==> config.mk <==
export PLATFORM = sky130hd
export DESIGN_NAME = seq_cmp
export DESIGN_NICKNAME = d
export VERILOG_FILES = /design/src/rtl/seq_cmp.sv
export SDC_FILE = /design/constraint.sdc
export NUM_CORES = 1
export LEC_CHECK = 0
export CORE_ASPECT_RATIO = 0.7
export CORE_MARGIN = 5
export CORE_UTILIZATION = 55
export CTS_BUF_LIST = sky130_fd_sc_hd__clkbuf_8
export CTS_CLUSTER_DIAMETER = 120
export CTS_CLUSTER_SIZE = 20
export DETAILED_ROUTE_END_ITERATION = 12
export PLACE_DENSITY = 0.86
export SLEW_MARGIN = 40
export SYNTH_ARGS = -nofsm -noshare
export SYNTH_HDL_FRONTEND = slang
export SYNTH_SLANG_ARGS = --single-unit
==> constraint.sdc <==
create_clock -name clk -period 4.3 [get_ports clk]
set_clock_uncertainty 0.2 [all_clocks]
set_input_delay 1.075 -clock clk [delete_from_list [all_inputs] [get_ports clk]]
set_output_delay 1.075 -clock clk [all_outputs]
set_load 0.02 [all_outputs]
==> src/rtl/seq_cmp.sv <==
// Multi-cycle magnitude comparator: scans WIDTH-bit operands CHUNK bits per clock, MSB chunk first,
// stopping at the first unequal chunk. Define SEQ_CMP_SIGNED_EN to add two's-complement compare via signed_mode.
module seq_cmp #(
    parameter int unsigned WIDTH = 16,
    parameter int unsigned CHUNK = 2
) (
    input  logic             clk,
    input  logic             rst,
    input  logic             start,
    input  logic [WIDTH-1:0] A,
    input  logic [WIDTH-1:0] B,
`ifdef SEQ_CMP_SIGNED_EN
    input  logic             signed_mode,
`endif
    output logic             busy,
    output logic             done,
    output logic             gt,
    output logic             eq,
    output logic             lt
);

    localparam int unsigned NCHUNK = WIDTH / CHUNK;
    localparam int unsigned IDX_W  = (NCHUNK > 1) ? $clog2(NCHUNK) : 1;
    localparam logic [IDX_W-1:0] IDX_TOP = IDX_W'(NCHUNK - 1);
    localparam logic [CHUNK-1:0] TOP_BIT = CHUNK'(1) << (CHUNK - 1);

    typedef enum logic [1:0] {IDLE, SCAN, DONE} state_t;

    state_t           state, state_d;
    logic [IDX_W-1:0] idx, idx_d;
    logic [WIDTH-1:0] ar, ar_d, br, br_d;
    logic             gt_d, eq_d, lt_d;
    logic [CHUNK-1:0] flip_c, ca_c, cb_c;

`ifdef SEQ_CMP_SIGNED_EN
    logic sm, sm_d;
    // Inverting the sign bit of the top chunk turns a two's-complement compare into an unsigned one.
    assign flip_c = (sm && (idx == IDX_TOP)) ? TOP_BIT : '0;
`else
    assign flip_c = '0;
`endif

    assign ca_c = ar[idx*CHUNK +: CHUNK] ^ flip_c;
    assign cb_c = br[idx*CHUNK +: CHUNK] ^ flip_c;

    // Next-state and datapath update
    always_comb begin
        logic accept;
        state_d = state;
        idx_d   = idx;
        ar_d    = ar;
        br_d    = br;
        gt_d    = gt;
        eq_d    = eq;
        lt_d    = lt;
        accept  = 1'b0;
`ifdef SEQ_CMP_SIGNED_EN
        sm_d    = sm;
`endif
        case (state)
            IDLE: accept = start;
            SCAN: begin
                if (ca_c != cb_c) begin
                    gt_d    = (ca_c > cb_c);
                    lt_d    = (ca_c < cb_c);
                    eq_d    = 1'b0;
                    state_d = DONE;
                end else if (idx == '0) begin
                    gt_d    = 1'b0;
                    lt_d    = 1'b0;
                    eq_d    = 1'b1;
                    state_d = DONE;
                end else begin
                    idx_d = idx - IDX_W'(1);
                end
            end
            DONE: begin
                state_d = IDLE;
                accept  = start;
            end
            default: state_d = IDLE;
        endcase
        // The edge leaving DONE may accept a new request so comparisons run back to back.
        if (accept) begin
            ar_d    = A;
            br_d    = B;
            idx_d   = IDX_TOP;
            state_d = SCAN;
`ifdef SEQ_CMP_SIGNED_EN
            sm_d    = signed_mode;
`endif
        end
    end

    // State, operand and registered output update
    always_ff @(posedge clk) begin
        if (rst) begin
            state <= IDLE;
            idx   <= '0;
            ar    <= '0;
            br    <= '0;
            busy  <= 1'b0;
            done  <= 1'b0;
            gt    <= 1'b0;
            eq    <= 1'b0;
            lt    <= 1'b0;
`ifdef SEQ_CMP_SIGNED_EN
            sm    <= 1'b0;
`endif
        end else begin
            state <= state_d;
            idx   <= idx_d;
            ar    <= ar_d;
            br    <= br_d;
            busy  <= (state_d != IDLE);
            done  <= (state_d == DONE);
            gt    <= gt_d;
            eq    <= eq_d;
            lt    <= lt_d;
`ifdef SEQ_CMP_SIGNED_EN
            sm    <= sm_d;
`endif
        end
    end

endmodule

Word-level counts from Yosys, hierarchy flattened
Index checks and enable logic that the tools add are counted.
{"block": "totals", "in_bits": 35, "regBits": 42, "out_inout_bits": 5, "elab_cells": 42}
{"block": "op_classes", "n_mux": 14, "n_reduce_logical": 8, "n_addsub": 1, "n_eq_ne": 6, "shifts": 2, "n_lt_le_gt_ge": 2}
{"op": "indexed part select 16 x 5 -> 2 bit", "n": 2}
{"op": "two-way mux 3 bit", "n": 4}
{"op": "two-way mux 1 bit", "n": 6}
{"op": "two-way mux 2 bit", "n": 3}
{"op": "nonzero test 2 bit", "n": 3}
{"op": "== test 2 bit (second input constant)", "n": 2}
{"op": "inequality test 2 x 1 -> 1 bit (second input constant)", "n": 2}
{"op": "case mux 2 bit (2 select lines)", "n": 1}
{"op": "zero test 3 bit", "n": 1}
{"op": "AND reduction 3 bit", "n": 1}
{"op": "subtractor 3 x 1 -> 3 bit (second input constant)", "n": 1}
{"op": "== test 2 x 1 -> 1 bit (second input constant)", "n": 1}
{"op": "> comparator 2 bit", "n": 1}
{"op": "zero test 2 bit", "n": 1}
{"op": "< comparator 2 bit", "n": 1}
{"op": "inequality test 2 bit", "n": 1}
{"op": "AND reduction 2 bit", "n": 1}
{"op": "OR reduction 2 bit", "n": 1}

Longest topological paths before layout
{"block": "logic_depth", "word_depth": 6, "ltp_mapped": 8, "mapped_depth_nobuf": 7}

Worst setup path before layout
OpenSTA, ideal clock, no wires.
{"block": "synth_path", "kind": "register to register", "from": "register idx[0]", "to": "register idx[2]", "setup_ns": 0.091, "period_less_slack_ns": 2.537, "stages_incl_launch_ff": 9, "path_slack_ns": 1.763, "arrival_ns": 2.246, "n_path_buf": 1, "required_time_ns": 4.009, "path_cell_list": "dfxtp_1 buf_6 mux4_1 mux2_2 ha_1 nand2_1 nor3_4 a211oi_1 a311oi_1"}
{"block": "synth_between", "elab_chain_len": 5, "word_cells_on_any_way": 12, "classes_between": "add/sub: 1; eq/ne: 3; shift: 2; mux: 4; reduce/logical: 2"}
{"element": "from (decl)", "line": "30", "source": "logic [IDX_W-1:0] idx, idx_d;"}
{"element": "from (signal assigned)", "line": "112", "source": "idx <= idx_d;"}
{"element": "branches (longest 5 deep; another with indexed part select 16 x 5 -> 2 bit)"}
Several ways; the timed one is not identified. The select of a mux whose other input is x is not followed.
A chain may end at the register's enable or synchronous reset.

Final worst setup path
Ends and elaborated chain as after synthesis.

==> impl_metrics.tcl <==
set metrics [dict create \
    fin_crit_sh 0.682 \
    die_x_um 78.1 \
    synth.distinct_cells 21 \
    firstDrtPassIters 5 \
    regToRegSetupSlack_ps 1370 \
    start_kind "flip-flop" \
    worst_slew_pin_slew_ps 496 \
    cp-end-kind "flip-flop" \
    critPathKind "reg -> reg" \
    numCtsBuffers 5 \
    rr_startpoint "idx[0]$_SDFFE_PP0P_" \
    final_cell_mix "66 x nand2_1, 42 x dfxtp_1, 39 x clkdlybuf4s50_1, 36 x a21oi_1, 8 x mux4_1" \
    hold_path_class "reg -> reg" \
    syn_nets 239 \
    max-slew-margin-rel 0.669 \
    finalSetupTns_ps 0 \
    setup_viol 0 \
    chipHeight_um 57.7 \
    fin_util 0.721 \
    fin_ws_ps 1370 \
    fmax_mhz 341 \
    worstPathMaxFanout 11 \
    hold_slack_ps 255 \
    cts_buffer_depth 2 \
    cts_tree "yes" \
    initial_core_util 0.571 \
    grt_antenna_before_repair 0 \
    ys_warn_count 0 \
    dp.final_hpwl_um 2510 \
    num_vias 1469 \
    clock-sinks 42 \
    layout_commonest_cell "nand2_1" \
    fillers 264 \
    min_period_ps 2930 \
    place_congestion 0.850 \
    routed_via_density 5.42 \
    vdd_drop_max_v 0.000209 \
    root_buffer "clkbuf_8" \
    powerDensity_nw_per_um2 380 \
    hold_path_startpoint "ar[2]$_SDFFE_PP0P_" \
    syn_inst 200 \
    clk_latency_ps 300 \
    cpPeakStageDelay_ps 630 \
    rr_endpoint "idx[2]$_SDFFE_PP0P_" \
    grt_pass1_wl_um 5970 \
    rsz0062_at_grt "no" \
    crit_end "idx[2]$_SDFFE_PP0P_" \
    hold_buffers 0 \
    drc 0 \
    areaGrowthSynthToFinish_pct 26.3 \
    rr_worst_depth 7 \
    die-area_um2 4510 \
    final_layout_size_suffix_gt1_frac 0.0515 \
    synth_top_area_cell "dfxtp_1" \
    synth_area_leaders "dfxtp_1 47%, nand2_1 14%, mux4_1 12%, a21oi_1 10%, ha_1 2.8%" \
    slowest_stage "dfxtp_1" \
    antenna_cells 0 \
    ios 40 \
    port_buffers 39 \
    cts-htree-levels 2 \
    grt_pass1_vias 1389 \
    ctsResizeCount 0 \
    syn_area_um2 1790 \
    max_cap_violations 0 \
    finalNetCount 272 \
    ys_ff_latch 42 \
    synth.yosys.seq_area_share 0.471 \
    grt_max_degree 43 \
    drt-initial-drc-count 71 \
    hold_viol 0 \
    timing.critical_path.arrival_ps 2950 \
    postSynthAreaPerCell_um2 8.93 \
    worstSetupStartpoint "idx[0]$_SDFFE_PP0P_" \
    globalRoute.totalOverflow 0 \
    clk_pin_slew_ps 70 \
    place_ws_ps 1390 \
    power.leakage_nw 0.889 \
    wirelength_um 3720 \
    rows 17 \
    drtAntennaViolNets 0 \
    outcome "complete, no violations" \
    cp.required_ps 4310 \
    drv_slew 0 \
    grt_usage 0.172 \
    cts_setup_buffers 0 \
    synth_top_area_share 0.471 \
    p_total_w 0.000858 \
    design.core.area_um2 3130 \
    wl_per_cell_um 13.7 \
    path_cells "mux4_1, mux2_2, ha_1, nand2_1, nor3_4, a211oi_1, a311oi_1" \
]
[cell usage after synthesis]
| cell type | number |
|---|---|
| mux4_1 | 8 |
| o21bai_1 | 1 |
| ha_1 | 4 |
| dfxtp_1 | 42 |
| nand2b_1 | 3 |
| a21oi_1 | 36 |
| nand2_1 | 66 |
| nor3_4 | 1 |
| clkbuf_1 | 12 |
| nor2_1 | 5 |
| a22oi_1 | 1 |
| a211oi_1 | 4 |
| nor3_1 | 2 |
| mux2_2 | 2 |
| nor2b_1 | 2 |
| inv_1 | 4 |
| a311oi_1 | 1 |
| mux2i_1 | 2 |
| buf_6 | 1 |
| buf_1 | 1 |
| buf_2 | 2 |
[where the power goes]
part	internal (W)	leakage, nW	switching, W
registers	0.000420	0.345	0.0000256
logic	0.0000942	0.497	0.0000858
clock network	0.000107	0.0466	0.000125
[per-stage QoR]
| step | instance area [um2] | instances |
|---|---|---|
| floorplan | 1790 | 200 |
| global placement | 2180 | 264 |
| detailed placement | 2180 | 264 |
| CTS | 2260 | 271 |
| global route | 2260 | 271 |
| finish | 2260 | 271 |
[cells by family (layout without fill, tap and decap cells)]
family / after synthesis / in the layout / synth area share
AND/OR/NAND/NOR: 79 / 79 / 0.181
adder cells (fa/ha/maj): 4 / 4 / 0.0280
buffers and inverters: 20 / 53 / 0.0476
AO/OA/AOI/OAI: 43 / 43 / 0.131
flip-flops: 42 / 42 / 0.471
multiplexers: 12 / 12 / 0.141
[state kept, by name, summed over array words and instances, names as in the netlist]
signal  count
ar         16
br         16
idx         3
state       2
busy        1
done        1
eq          1
gt          1
lt          1
[layout make-up]
cell class | count | area, um2 | share of cell area
Sequential cell | 42 | 841 | 0.373
Inverter | 4 | 15.0 | 0.00666
Tap cell | 38 | 47.5 | 0.0211
Clock inverter | 2 | 7.51 | 0.00333
Clock buffer | 5 | 68.8 | 0.0305
Timing Repair Buffer | 42 | 413 | 0.183
Multi-Input combinational cell | 138 | 863 | 0.383
[worst min path at each step]
stage / end / slack, ps / cells past startpoint
after floorplan: ar[10]$_SDFFE_PP0P_ / 230 / 2
after global placement: ar[5]$_SDFFE_PP0P_ / 240 / 2
after detailed placement: ar[9]$_SDFFE_PP0P_ / 250 / 2
after CTS: br[7]$_SDFFE_PP0P_ / 260 / 2
after global routing: br[7]$_SDFFE_PP0P_ / 270 / 2
final: ar[2]$_SDFFE_PP0P_ / 250 / 2
[per-layer routing]
metal | wire length, um | up-vias | GRT usage
met4 | 167 | 0 | 0.142
met5 | 0 | - | 0
li1 | - | 742 | -
met1 | 1560 | 672 | 0.193
met3 | 240 | 15 | 0.0543
met2 | 1760 | 40 | 0.270
[critical path: cells and delay by family (launching register included)]
kind	cells	cell delay, ps
multiplexers	2	920
flip-flops	1	630
AND/OR/NAND/NOR	2	400
AO/OA/AOI/OAI	2	370
adder cells (fa/ha/maj)	1	320
No activity file was read; power rests on OpenSTA's default activity.
